<file path="src/rtl/bcd_addsub_seq_pkg.sv">
// Shared types and constants for the digit-serial
// signed-magnitude BCD add/subtract unit.
package bcd_addsub_seq_pkg;

  localparam int BCD_W = 4;

  typedef enum logic [1:0] {
    IDLE,
    LOAD,
    CALC,
    CHECK
  } state_t;

  localparam logic [1:0] ERR_NONE = 2'b00;
  localparam logic [1:0] ERR_OVF  = 2'b01;
  localparam logic [1:0] ERR_BCD  = 2'b10;

endpackage

</file>
<file path="src/rtl/bcd_digit_addsub.sv">
// One BCD digit of add (decimal carry) or
// subtract (decimal borrow), purely combinational.
module bcd_digit_addsub
  import bcd_addsub_seq_pkg::*;
(
  input  logic [BCD_W-1:0] x,
  input  logic [BCD_W-1:0] y,
  input  logic             cin,
  input  logic             sub,
  output logic [BCD_W-1:0] d,
  output logic             cout
);

  logic [BCD_W:0] t;

  always_comb begin
    t    = '0;
    d    = '0;
    cout = 1'b0;
    if (sub) begin
      t    = {1'b0, x} - {1'b0, y} - {4'b0, cin};
      cout = t[BCD_W];
      d    = cout ? t[BCD_W-1:0] + 4'd10
                  : t[BCD_W-1:0];
    end else begin
      t    = {1'b0, x} + {1'b0, y} + {4'b0, cin};
      cout = t > 5'd9;
      d    = cout ? t[BCD_W-1:0] - 4'd10
                  : t[BCD_W-1:0];
    end
  end

endmodule

</file>
<file path="src/rtl/bcd_addsub_seq.sv">
// Digit-serial signed-magnitude BCD add/subtract
// with start/busy/done handshake and error codes.
module bcd_addsub_seq
  import bcd_addsub_seq_pkg::*;
#(
  parameter int DIGITS     = 6,
  parameter bit SIGN_DIGIT = 1'b1
) (
  input  logic                    i_clk,
  input  logic                    i_rst_n,
  input  logic                    i_start,
  input  logic                    i_op,
  input  logic                    i_a_sign,
  input  logic [BCD_W*DIGITS-1:0] i_a,
  input  logic                    i_b_sign,
  input  logic [BCD_W*DIGITS-1:0] i_b,
  output logic                    o_busy,
  output logic                    o_done,
  output logic [BCD_W*DIGITS-1:0] o_res,
  output logic                    o_sign,
  output logic                    o_err,
  output logic [1:0]              o_err_code
);

  localparam int W  = BCD_W * DIGITS;
  localparam int CW = (DIGITS > 1) ? $clog2(DIGITS) : 1;
  localparam logic [CW-1:0] LAST = CW'(DIGITS - 1);

  state_t        state;
  logic          op_q, as_q, bs_q;
  logic [W-1:0]  a_q, b_q;
  logic [W-1:0]  x_sr, y_sr, acc;
  logic          cy, eff_sub, swap, inval;
  logic [CW-1:0] cnt;

  logic          bad;
  logic [3:0]    dig;
  logic          dig_c;
  logic          zero, neg, ovf;

  always_comb begin
    bad = 1'b0;
    for (int i = 0; i < DIGITS; i++) begin
      if (a_q[i*BCD_W +: BCD_W] > 4'd9) bad = 1'b1;
      if (b_q[i*BCD_W +: BCD_W] > 4'd9) bad = 1'b1;
    end
  end

  bcd_digit_addsub u_dig (
    .x    (x_sr[BCD_W-1:0]),
    .y    (y_sr[BCD_W-1:0]),
    .cin  (cy),
    .sub  (eff_sub),
    .d    (dig),
    .cout (dig_c)
  );

  // after CALC, cy holds the carry out of the top digit
  always_comb begin
    zero = (acc == '0);
    neg  = ~zero & (swap ? (bs_q ^ op_q) : as_q);
    ovf  = (~eff_sub & cy) |
           (SIGN_DIGIT && neg &&
            (acc[W-1 -: BCD_W] != '0));
  end

  always_ff @(posedge i_clk or negedge i_rst_n) begin
    if (!i_rst_n) begin
      state      <= IDLE;
      op_q       <= 1'b0;
      as_q       <= 1'b0;
      bs_q       <= 1'b0;
      a_q        <= '0;
      b_q        <= '0;
      x_sr       <= '0;
      y_sr       <= '0;
      acc        <= '0;
      cy         <= 1'b0;
      eff_sub    <= 1'b0;
      swap       <= 1'b0;
      inval      <= 1'b0;
      cnt        <= '0;
      o_busy     <= 1'b0;
      o_done     <= 1'b0;
      o_res      <= '0;
      o_sign     <= 1'b0;
      o_err      <= 1'b0;
      o_err_code <= ERR_NONE;
    end else begin
      unique case (state)
        IDLE: begin
          o_done <= 1'b0;
          o_busy <= i_start;
          if (i_start) begin
            op_q  <= i_op;
            as_q  <= i_a_sign;
            bs_q  <= i_b_sign;
            a_q   <= i_a;
            b_q   <= i_b;
            state <= LOAD;
          end
        end
        LOAD: begin
          inval   <= bad;
          eff_sub <= op_q ^ as_q ^ bs_q;
          swap    <= (op_q ^ as_q ^ bs_q) & (b_q > a_q);
          if ((op_q ^ as_q ^ bs_q) & (b_q > a_q)) begin
            x_sr <= b_q;
            y_sr <= a_q;
          end else begin
            x_sr <= a_q;
            y_sr <= b_q;
          end
          cy    <= 1'b0;
          cnt   <= '0;
          state <= CALC;
        end
        CALC: begin
          acc  <= {dig, acc[W-1:BCD_W]};
          x_sr <= x_sr >> BCD_W;
          y_sr <= y_sr >> BCD_W;
          cy   <= dig_c;
          if (cnt == LAST) begin
            cnt   <= '0;
            state <= CHECK;
          end else begin
            cnt <= cnt + 1'b1;
          end
        end
        CHECK: begin
          o_done <= 1'b1;
          state  <= IDLE;
          if (inval || ovf) begin
            o_res      <= '0;
            o_sign     <= 1'b0;
            o_err      <= 1'b1;
            o_err_code <= inval ? ERR_BCD : ERR_OVF;
          end else begin
            o_res      <= acc;
            o_sign     <= neg;
            o_err      <= 1'b0;
            o_err_code <= ERR_NONE;
          end
        end
        default: state <= IDLE;
      endcase
    end
  end

endmodule

</file>
<file path="config.mk">
export PLATFORM = sky130hd
export DESIGN_NAME = bcd_addsub_seq
export DESIGN_NICKNAME = d
export VERILOG_FILES = /design/src/rtl/bcd_addsub_seq_pkg.sv /design/src/rtl/bcd_digit_addsub.sv /design/src/rtl/bcd_addsub_seq.sv
export SDC_FILE = /design/constraint.sdc
export NUM_CORES = 1
export LEC_CHECK = 0
export ABC_CLOCK_PERIOD_IN_PS = 2930
export BUFFER_PORTS_ARGS = -buffer_cell sky130_fd_sc_hd__buf_2
export CORE_MARGIN = 5
export CORE_UTILIZATION = 34
export CTS_BUF_LIST = sky130_fd_sc_hd__clkbuf_4 sky130_fd_sc_hd__clkbuf_8
export DETAILED_ROUTE_END_ITERATION = 8
export PLACE_DENSITY = 0.47
export SYNTH_ARGS = -nofsm -noshare
export SYNTH_HDL_FRONTEND = slang
export SYNTH_SLANG_ARGS = --single-unit
export TNS_END_PERCENT = 5
</file>
<file path="constraint.sdc">
create_clock -name i_clk -period 2.93 [get_ports i_clk]
set_input_delay 0.293 -clock i_clk [delete_from_list [all_inputs] [get_ports i_clk]]
set_output_delay 0.293 -clock i_clk [all_outputs]
set_load 0.01 [all_outputs]
</file>
[After elaboration in Yosys (flattened, before gate mapping)]
Index checks and enable logic that the tools add are counted.
Storage, ports and cells
  output and inout bits: 30
  flip-flop bits (word level): 162
  bits of input ports: 54
  word-level logic and storage cells: 98
Operators by class
  mux-type cells: 33
  eq/ne operators: 6
  bitwise gates (word level): 9
  add/subtract/negate cells: 7
  reduce and logical (&&, ||, !) cells: 9
  magnitude comparators: 14
Operator list (number)
  $pmux 24 s2: 2
  $mux 24: 3
  $gt 4x4->1 const B: 12
  $gt 24x24->1: 1
  $logic_not 24->1: 1
  $mux 1: 16
  $mux 4: 3
  $mux 2: 4
  $pmux 2 s4: 1
  $pmux 3 s2: 1
  $add 4x4->5: 1
  $add 5x1->5: 1
  $gt 5x4->1 const B: 1
  $sub 4x4->5: 1
  $sub 5x1->5: 1
  $add 4x4->4 const B: 1
  $eq 2x2->1 const B: 2
  $ne 2x2->1 const B: 2
  $pmux 1 s2: 2
  $reduce_and 2->1: 2
  $reduce_bool 2->1: 2
  $reduce_bool 4->1: 1
  $sub 4x4->4 const B: 1
  $add 3x1->3 const B: 1
  other kinds (10): 15

[Longest topological paths before layout]
Gate-level depths: netlist of run 1.
  depth in word-level cells: 13
  mapped depth: 10
  gate-level depth less buffers: 10

[Cells and area by module]
A second synthesis of run 1 with hierarchy kept.
Unflattened totals
  cell total of the unflattened synthesis: 776
  area total of the unflattened synthesis: 8545.7 µm²
By module, submodules not included
  bcd_addsub_seq: area an instance 7966.4 µm², seq. area each 4053.9 µm², times used 1, cells each 704
  bcd_digit_addsub: area an instance 579.3 µm², seq. area each 0.0 µm², times used 1, cells each 72

[Worst setup path after synthesis of run 1]
Ideal clock, no wire load.
  path type: register to register
  from: register cy
  to: register acc[22]
  library setup time: 122 ps
  arrival: 2499 ps
  required time: 2808 ps
  path buffers: 0
  stages on the path, launching flop included: 11
  setup slack: 309 ps
  clock period less this slack: 2621 ps
  cell sequence: dfrtp_1 > fa_1 > fa_1 > xnor2_1 > inv_1 > ha_1 > nand2_1 > o31ai_1 > o21ai_0 > nand3_1 > a32o_1
On the way
  word-level cells in the longest chain between the ends: 4
  elaborated cells between the ends (all ways): 8
  those cells by class: add/sub (4); order compare (1); mux (3)
RTL lines
  from (decl): RTL line bcd_addsub_seq.sv:33  | logic cy, eff_sub, swap, inval;
  from (signal assigned): RTL line bcd_addsub_seq.sv:122  | cy <= dig_c;
  $add 5x1->5 or $sub 5x1->5 (tied branches): RTL line bcd_digit_addsub.sv:26, bcd_digit_addsub.sv:21
  $sub 4x4->4 (tied with other cells): RTL line bcd_digit_addsub.sv:28  | d = cout ? t[BCD_W-1:0] - 4'd10
  $mux 4 (on tied branches): RTL line bcd_digit_addsub.sv:28, bcd_digit_addsub.sv:23
  $mux 4 *: RTL line bcd_digit_addsub.sv:20  | if (sub) begin
  to (signal assigned): RTL line bcd_addsub_seq.sv:119  | acc <= {dig, acc[W-1:BCD_W]};
  to (decl): RTL line bcd_addsub_seq.sv:32  | logic [W-1:0] x_sr, y_sr, acc;
Mark *: on every way between the ends. The rest lies on a longest branch, timed or not.
A chain may end at the register's enable or synchronous reset.

[Worst setup path in the final report of run 1]
  from: register a_q[23]
  to: register swap
On the way
  word-level cells in the longest chain between the ends: 2
RTL lines
  from (decl): RTL line bcd_addsub_seq.sv:31  | logic [W-1:0] a_q, b_q;
  from (signal assigned): RTL line bcd_addsub_seq.sv:98  | a_q <= i_a;
  $gt 24x24->1: RTL line bcd_addsub_seq.sv:106  | swap <= (op_q ^ as_q ^ bs_q) & (b_q > a_q);
  $and 1x1->1: RTL line bcd_addsub_seq.sv:106
  to (signal assigned): RTL line bcd_addsub_seq.sv:106
  to (decl): RTL line bcd_addsub_seq.sv:33
No other way between the ends.

==> results.md, run 1 <==
* Die W at 171.3 um
* Core region area at 25840 um^2
* CTS tree: done
* Clk sink count at 162
* Yosys Warn Count at 0
* Post-synthesis simple-gate area fraction at 15.82%
* Mux contribution to synthesized area at 9.662%
* Clock Path Buffers at 2
* Effective utilization at floorplan at 34.23%
* Reg clk slew, reported paths at 100 ps
* FF+latch count, synth at 162
* Nets at 1115
* Dominant cell by count in the synthesized netlist: dfrtp_1
* Layout area overhead at 15.19%
* DP HPWL at 16000 um
* Critical Path Fanout Max at 9
* IO Port Bufs at 83
* Synth Area in Compound Gates at 15.90%
* Die Ht at 171.3 um
* First-pass GRT wire length at 37660 um
* Footprint of the multi-input gates at 4374 um^2
* DRT iter0 DRCs at 388
* Antenna cells at 0
* Crit path buf inv count at 1
* Final setup viols at 0
* Worst path top cell family by delay: simple AND/OR/NAND/NOR gates
* R2R setup slack at 170 ps
* Syn_area_per_cell at 9.330 um^2
* CP Capture Type: flip-flop
* Top cells by count, synth: dfrtp_1 (162), nand2_1 (96), nor2_1 (92), o21ai_0 (77), mux2_2 (75)
* Max cap viols at 0
* Period minus WS final at 2760 ps
* Hold Crit Class: in2reg
* CP Launch Type: flip-flop
* Grt total ovfl at 0
* CTS H-Tree Depth at 4
* CTS buffer count at 17
* Register area at 4054 um^2
* Cell Chain, Critical Path: inv_1 > ha_1 > nand4_1 > or4_4 > o31ai_4 > o21ba_1 > mux2_2
* Vias in the first global route at 6871
* Critical path class: reg2reg
* Highest clock rate at 0.3623 GHz
* Row cnt at 59
* Gr usage total at 16.06%
* Start point of the critical path: a_q[23]
* Share of cells above drive strength 1 at 22.91%
* Critical path required time at 3270 ps
* Top cell type's share of synthesized area at 45.83%
* Worst skew pair latency at 460 ps
* Slew HR at 56.91%
* XOR/XNOR Fraction of Synth Area at 0.9902%
* Die area at 29340 um^2
* DR pass1 iterations at 5
* Ys flop type: dfrtp_1
* Largest family of logic cells by synthesized area: compound AO/OA/AOI/OAI gates
* Fillers at 2698
* Final Cycle Share at 94.21%
* Synthesized net count at 1046
* Initial antenna violation count at 0
* Largest net degree at the start of global routing at 99
* RR Startpoint: a_q[23]
* CP endpoint: swap
* Number of synthesized flops with an enable pin at 0
* Antenna Nets Post-Route at 0
* IO Count at 84
* Synthesized instance count at 948
* Worst Skew at 19.86 ps
* Ys async rst share at 100.0%
* Slew @ Worst Pin at 646.3 ps
* TNS Setup at 0 ps
* Unique masters post-synth at 47
* Arr. time, crit path at 3100 ps
* Synth Area in Adders at 6.564%
* Status: finished clean
* Final wirelength at 23040 um
* Final Max Slew Viols at 0
* Crit path largest cell delay at 640 ps
* Via-to-Cell Ratio at 5.167
* CTS root buffer: clkbuf_8
* DRC viols at 0
* FF-to-FF path depth at 7
* R2r endpoint: swap
* Vias at 7053
* Unrepaired setup endpoints after global routing: no
* Synth area leaders: dfrtp_1 (46%), mux2_2 (9.5%), ha_1 (5.7%)
* Mapped cell area at 8845 um^2
* Worst path depth at 7
* Routed length per placed instance at 16.88 um
* Sequential fraction of the synthesis area at 45.83%
* Slowest-stage cell, CP: or4_4
* Hold Path Origin: i_b[18]
* Routability cong. at 0.7602
* Dominant cell type by area after synthesis: dfrtp_1
* Final Hold Viols at 0
* Post-CTS Setup Inserts at 0
-- through the flow --
| step | instances | util, % | worst slack, ps | hold WS [ps] | instance area [um^2] |
|---|---|---|---|---|---|
| 3_5_place_dp | 1332 | 37.88 | 54.53 | 301.3 | 9787 |
| 2_1_floorplan | 948 | - | 309.0 | -2.591 | 8845 |
| 6_report | 1365 | 39.43 | 169.8 | 54.33 | 10190 |
| 5_1_grt | 1365 | 39.43 | 3.202 | 12.70 | 10190 |
| 3_3_place_gp | 1332 | 37.88 | 117.7 | 297.7 | 9787 |
| 4_1_cts | 1365 | 39.38 | 25.88 | 19.98 | 10170 |
-- worst register-to-register path: stages, from the launching register on --
cell and delay [ps]:
dfrtp_1 400, inv_1 60, ha_1 310, nand4_1 200, or4_4 640, o31ai_4 390, o21ba_1 340, mux2_2 320
-- per-layer routing --
layer | up-vias | global-route usage (%) | part of all wire, %
met5 | - | 0 | 0
met4 | 0 | 3.617 | 0.83
met3 | 13 | 2.574 | 3.8
met2 | 145 | 26.70 | 48
met1 | 3407 | 22.16 | 47
li1 | 3488 | - | -
-- logic make-up after synthesis --
| family | after synthesis |
|---|---|
| multiplexers | 76 |
| AO/OA/AOI/OAI | 228 |
| flip-flops | 162 |
| adder cells (fa/ha/maj) | 44 |
| XOR/XNOR | 10 |
| AND/OR/NAND/NOR | 307 |
| buffers and inverters | 121 |
-- worst min path at each step --
| stage | to | depth (start not counted) |
|---|---|---|
| after floorplan | a_q[0] | 0 |
| after global placement | o_busy | 1 |
| after detailed placement | o_busy | 1 |
| after CTS | b_q[20] | 2 |
| after global routing | b_q[18] | 2 |
| final | b_q[18] | 2 |
-- cell usage in the layout, fill, tap and decap left out, types with 3 or more instances in the layout --
cell / instances
mux2_2: 75
fa_1: 4
a22o_1: 25
dfrtp_1: 162
inv_1: 53
inv_6: 4
inv_8: 3
o21ai_0: 76
nand2_1: 95
nand3_1: 51
nor4_1: 6
buf_4: 27
a31oi_1: 41
o221ai_1: 9
clkinv_4: 3
ha_1: 38
xnor2_1: 7
nand4_1: 11
buf_12: 6
a21oi_1: 54
buf_2: 82
nor2_1: 92
a21o_1: 3
or3_1: 41
clkbuf_8: 19
-- state kept, by name, summed over array words and instances (netlist names), 3 cells and up --
register / cells
cnt: 3
x_sr: 24
y_sr: 24
o_res: 24
a_q: 24
acc: 24
b_q: 24
-- area by class of cell --
cell class / instances / share of cell area (%)
clock inverters: 13 / 1.130
well taps: 335 / 4.114
inverters: 53 / 1.953
multi-input cells: 665 / 42.93
repair buffers: 118 / 7.516
flip-flops and latches: 162 / 39.79
clock buffers: 19 / 2.567
-- timing repair --
| action | in CTS | in global routing |
|---|---|---|
| endpoints found under the setup margin | 0 | 10 |
| hold buffers | 1 | 0 |
| resized for setup | 0 | 4 |
| hold endpoints to repair | 52 | 0 |
Power of run 1 is left out: the tool's default activity adds up to more than one toggle a clock period on the data nets, which glitch-free logic cannot reach.
==> run 2, diff against run 1 <==
Settings changed: ABC_AREA set to 1.
==> results.md, run 2 <==
* CTS root buffer: clkbuf_8
* DRT iter0 DRCs at 337
* Nets at 1243
* RR Startpoint: cy
* Routed length per placed instance at 14.53 um
* Dominant cell type by area after synthesis: dfrtp_1
* Final setup viols at 0
* DP HPWL at 16010 um
* FF-to-FF path depth at 15
* Effective utilization at floorplan at 34.62%
* Synthesized net count at 1172
* Commonest cells after routing, fill and taps aside: nand2_1 (242), inv_1 (181), dfrtp_1 (162)
* Final Max Slew Viols at 0
* Period minus WS final at 2598 ps
* Yosys Warn Count at 0
* Die area at 28080 um^2
* Final Cycle Share at 88.66%
* Synthesized instance count at 1074
* Post-route design area at 9635 um^2
* Slew HR at 56.60%
* Hold Crit Class: in2reg
* Slew @ Worst Pin at 650.9 ps
* Hold Path End: bs_q
* Grt total ovfl at 0
* Hold depth at 2
* Routability cong. at 0.8039
* Die Ht at 167.6 um
* Leak at 0.005063 uW
* Hold Path Origin: i_b_sign
* Most Crowded Layer GR: met2
* Met1 Use GR at 23.01%
* Switching part of the total power at 50.18%
* Post-CTS Resized at 0
* Share of cells above drive strength 1 at 12.26%
* R2r endpoint: acc[22]
* Ys flop type: dfrtp_1
* Worst Skew at 23.65 ps
* Power per cell area at 1300 nW/um^2
* CTS tree: done
* Fillers at 2614
* Fin cells at 1482
* Antenna cells at 0
* Arr. time, crit path at 2960 ps
* Met3 usage at 3.088%
* Top cell type's share of synthesized area at 48.01%
* First-pass GRT wire length at 36250 um
* TNS Setup at 0 ps
* Most common cell after layout, fill and taps aside: nand2_1
* Top cells by count, synth: nand2_1 (243), inv_1 (181), dfrtp_1 (162), nand3_1 (110), o21ai_0 (76)
* Unique masters post-synth at 34
* Synth area leaders: dfrtp_1 (48%), nand2_1 (11%), inv_1 (8.0%)
* Vias in the first global route at 6833
* Placed cells at 1449
* FF+latch count, synth at 162
* Final wirelength at 21530 um
* R2R setup slack at 330 ps
* Highest clock rate at 0.3850 GHz
* Final Hold Viols at 0
* Status: finished clean
* Met2 usage at 24.31%
* Reg clk slew, reported paths at 110 ps
* Worst skew pair latency at 470 ps
* Clock Path Buffers at 2
* Mapped cell area at 8443 um^2
* Row cnt at 57
* DR pass1 iterations at 5
* Area after DPL at 9210 um^2
* DRC viols at 0
* CP Launch Type: flip-flop
* Power share of the combinational group at 57.7%
* Syn_area_per_cell at 7.861 um^2
* Unrepaired setup endpoints after global routing: no
* IO Port Bufs at 83
* Sequential share of power at 28.8%
* Largest net degree at the start of global routing at 63
* CTS H-Tree Depth at 4
* Int Pwr at 6239 uW
* Ys async rst share at 100.0%
* Die W at 167.6 um
* Clock Power Share at 13.5%
* Critical Path Fanout Max at 4
* Clk sink count at 162
* Core region area at 24390 um^2
* CP Capture Type: flip-flop
* Sequential fraction of the synthesis area at 48.01%
* Vias at 6935
* Max cap viols at 0
* Antenna Nets Post-Route at 0
* Gr usage total at 15.80%
* Number of synthesized flops with an enable pin at 0
* CTS buffer count at 17
* Initial antenna violation count at 0
* IO Count at 84
* Dominant cell by count in the synthesized netlist: nand2_1
* Footprint of the multi-input gates at 3482 um^2
* Critical path class: reg2reg
* Critical path required time at 3290 ps
* Via-to-Cell Ratio at 4.679
* Worst VDD drop at 0.7669 mV
* Layout area overhead at 14.12%
* Sw power at 6283 uW
* Register area at 4054 um^2
-- run 2: cell types whose count changed after synthesis, moves of 41 or more --
| cell | previous run | this run |
|---|---|---|
| a31oi_1 | 41 | 0 |
| nand2_1 | 96 | 243 |
| inv_1 | 53 | 181 |
| nand3_1 | 51 | 110 |
| or3_1 | 41 | 0 |
| mux2_2 | 75 | 2 |
-- run 2: area by class of cell --
cell class / instances / area share [%]
Clock buffer: 17 / 2.428
Clock inverter: 15 / 1.883
Inverter: 185 / 7.207
Multi-Input combinational cell: 678 / 36.14
Timing Repair Buffer: 101 / 6.064
Sequential cell: 162 / 42.07
Tap cell: 324 / 4.207
-- run 2: worst max path at each step --
stage,startpoint,endpoint,slack (ps),cells after the start
3_3_place_gp,cy,acc[23],430,15
2_1_floorplan,cy,acc[23],550,14
4_1_cts,cy,acc[22],320,15
5_1_grt,cy,acc[22],70,15
3_5_place_dp,cy,acc[22],340,15
6_report,cy,acc[22],330,15
-- run 2: worst max-delay path, cell delays in order, from the launching register on --
cell     delay (ps)
dfrtp_1         430
fa_1            480
fa_1            400
nand2_1         100
nand2_1          90
ha_1            210
inv_1            70
nor2_1           40
a21oi_1         120
nand3_1         130
nand2_1         150
nand2_1          60
nand3_1          60
nand2_1          50
nand2_1          60
nand2_1          50
-- run 2: stage by stage --
stage | utilization, % | worst slack [ps] | hold WS (ps) | total power (uW)
after detailed placement | 37.76 | 341.1 | 333.0 | 10970
after global routing | 39.50 | 70.22 | 33.22 | 13950
final | 39.50 | 332.3 | 54.74 | 12520
after floorplan | - | 548.5 | -2.591 | 9105
after CTS | 39.50 | 321.3 | 24.00 | 12710
after global placement | 37.76 | 425.5 | 332.2 | 10920
-- run 2: per-layer routing --
metal  part of all wire [%]  routed length [um]  vias up
met1                     51               10980     3252
met4                    1.1                 237        0
met3                    3.3                 708       16
met2                     45                9601      116
li1                       -                   -     3551
met5                      0                   0        -
-- run 2: repair_timing --
action / 4_1_cts / 5_1_grt
setup buffers: 0 / 0
endpoints found under the hold margin: 58 / 0
hold buffers: 1 / 0
-- run 2: cells by family after synthesis --
kind of cell / Yosys count / share of synthesized area (%)
XOR/XNOR: 2 / 0.2075
flip-flops: 162 / 48.01
adder cells (fa/ha/maj): 44 / 6.876
AO/OA/AOI/OAI: 185 / 11.69
buffers and inverters: 234 / 10.95
AND/OR/NAND/NOR: 445 / 21.99
multiplexers: 2 / 0.2667
-- run 2: power by group through the flow --
stage               Clock (uW)  Sequential (uW)  Combinational [uW]
finish                    1690             3610                7220
global route              1840             3720                8390
CTS                       1750             3620                7340
detailed placement           0             3670                7300
global placement             0             3660                7260
floorplan                    0             3550                5550
Note: power is estimated with default switching activity, not from simulation.
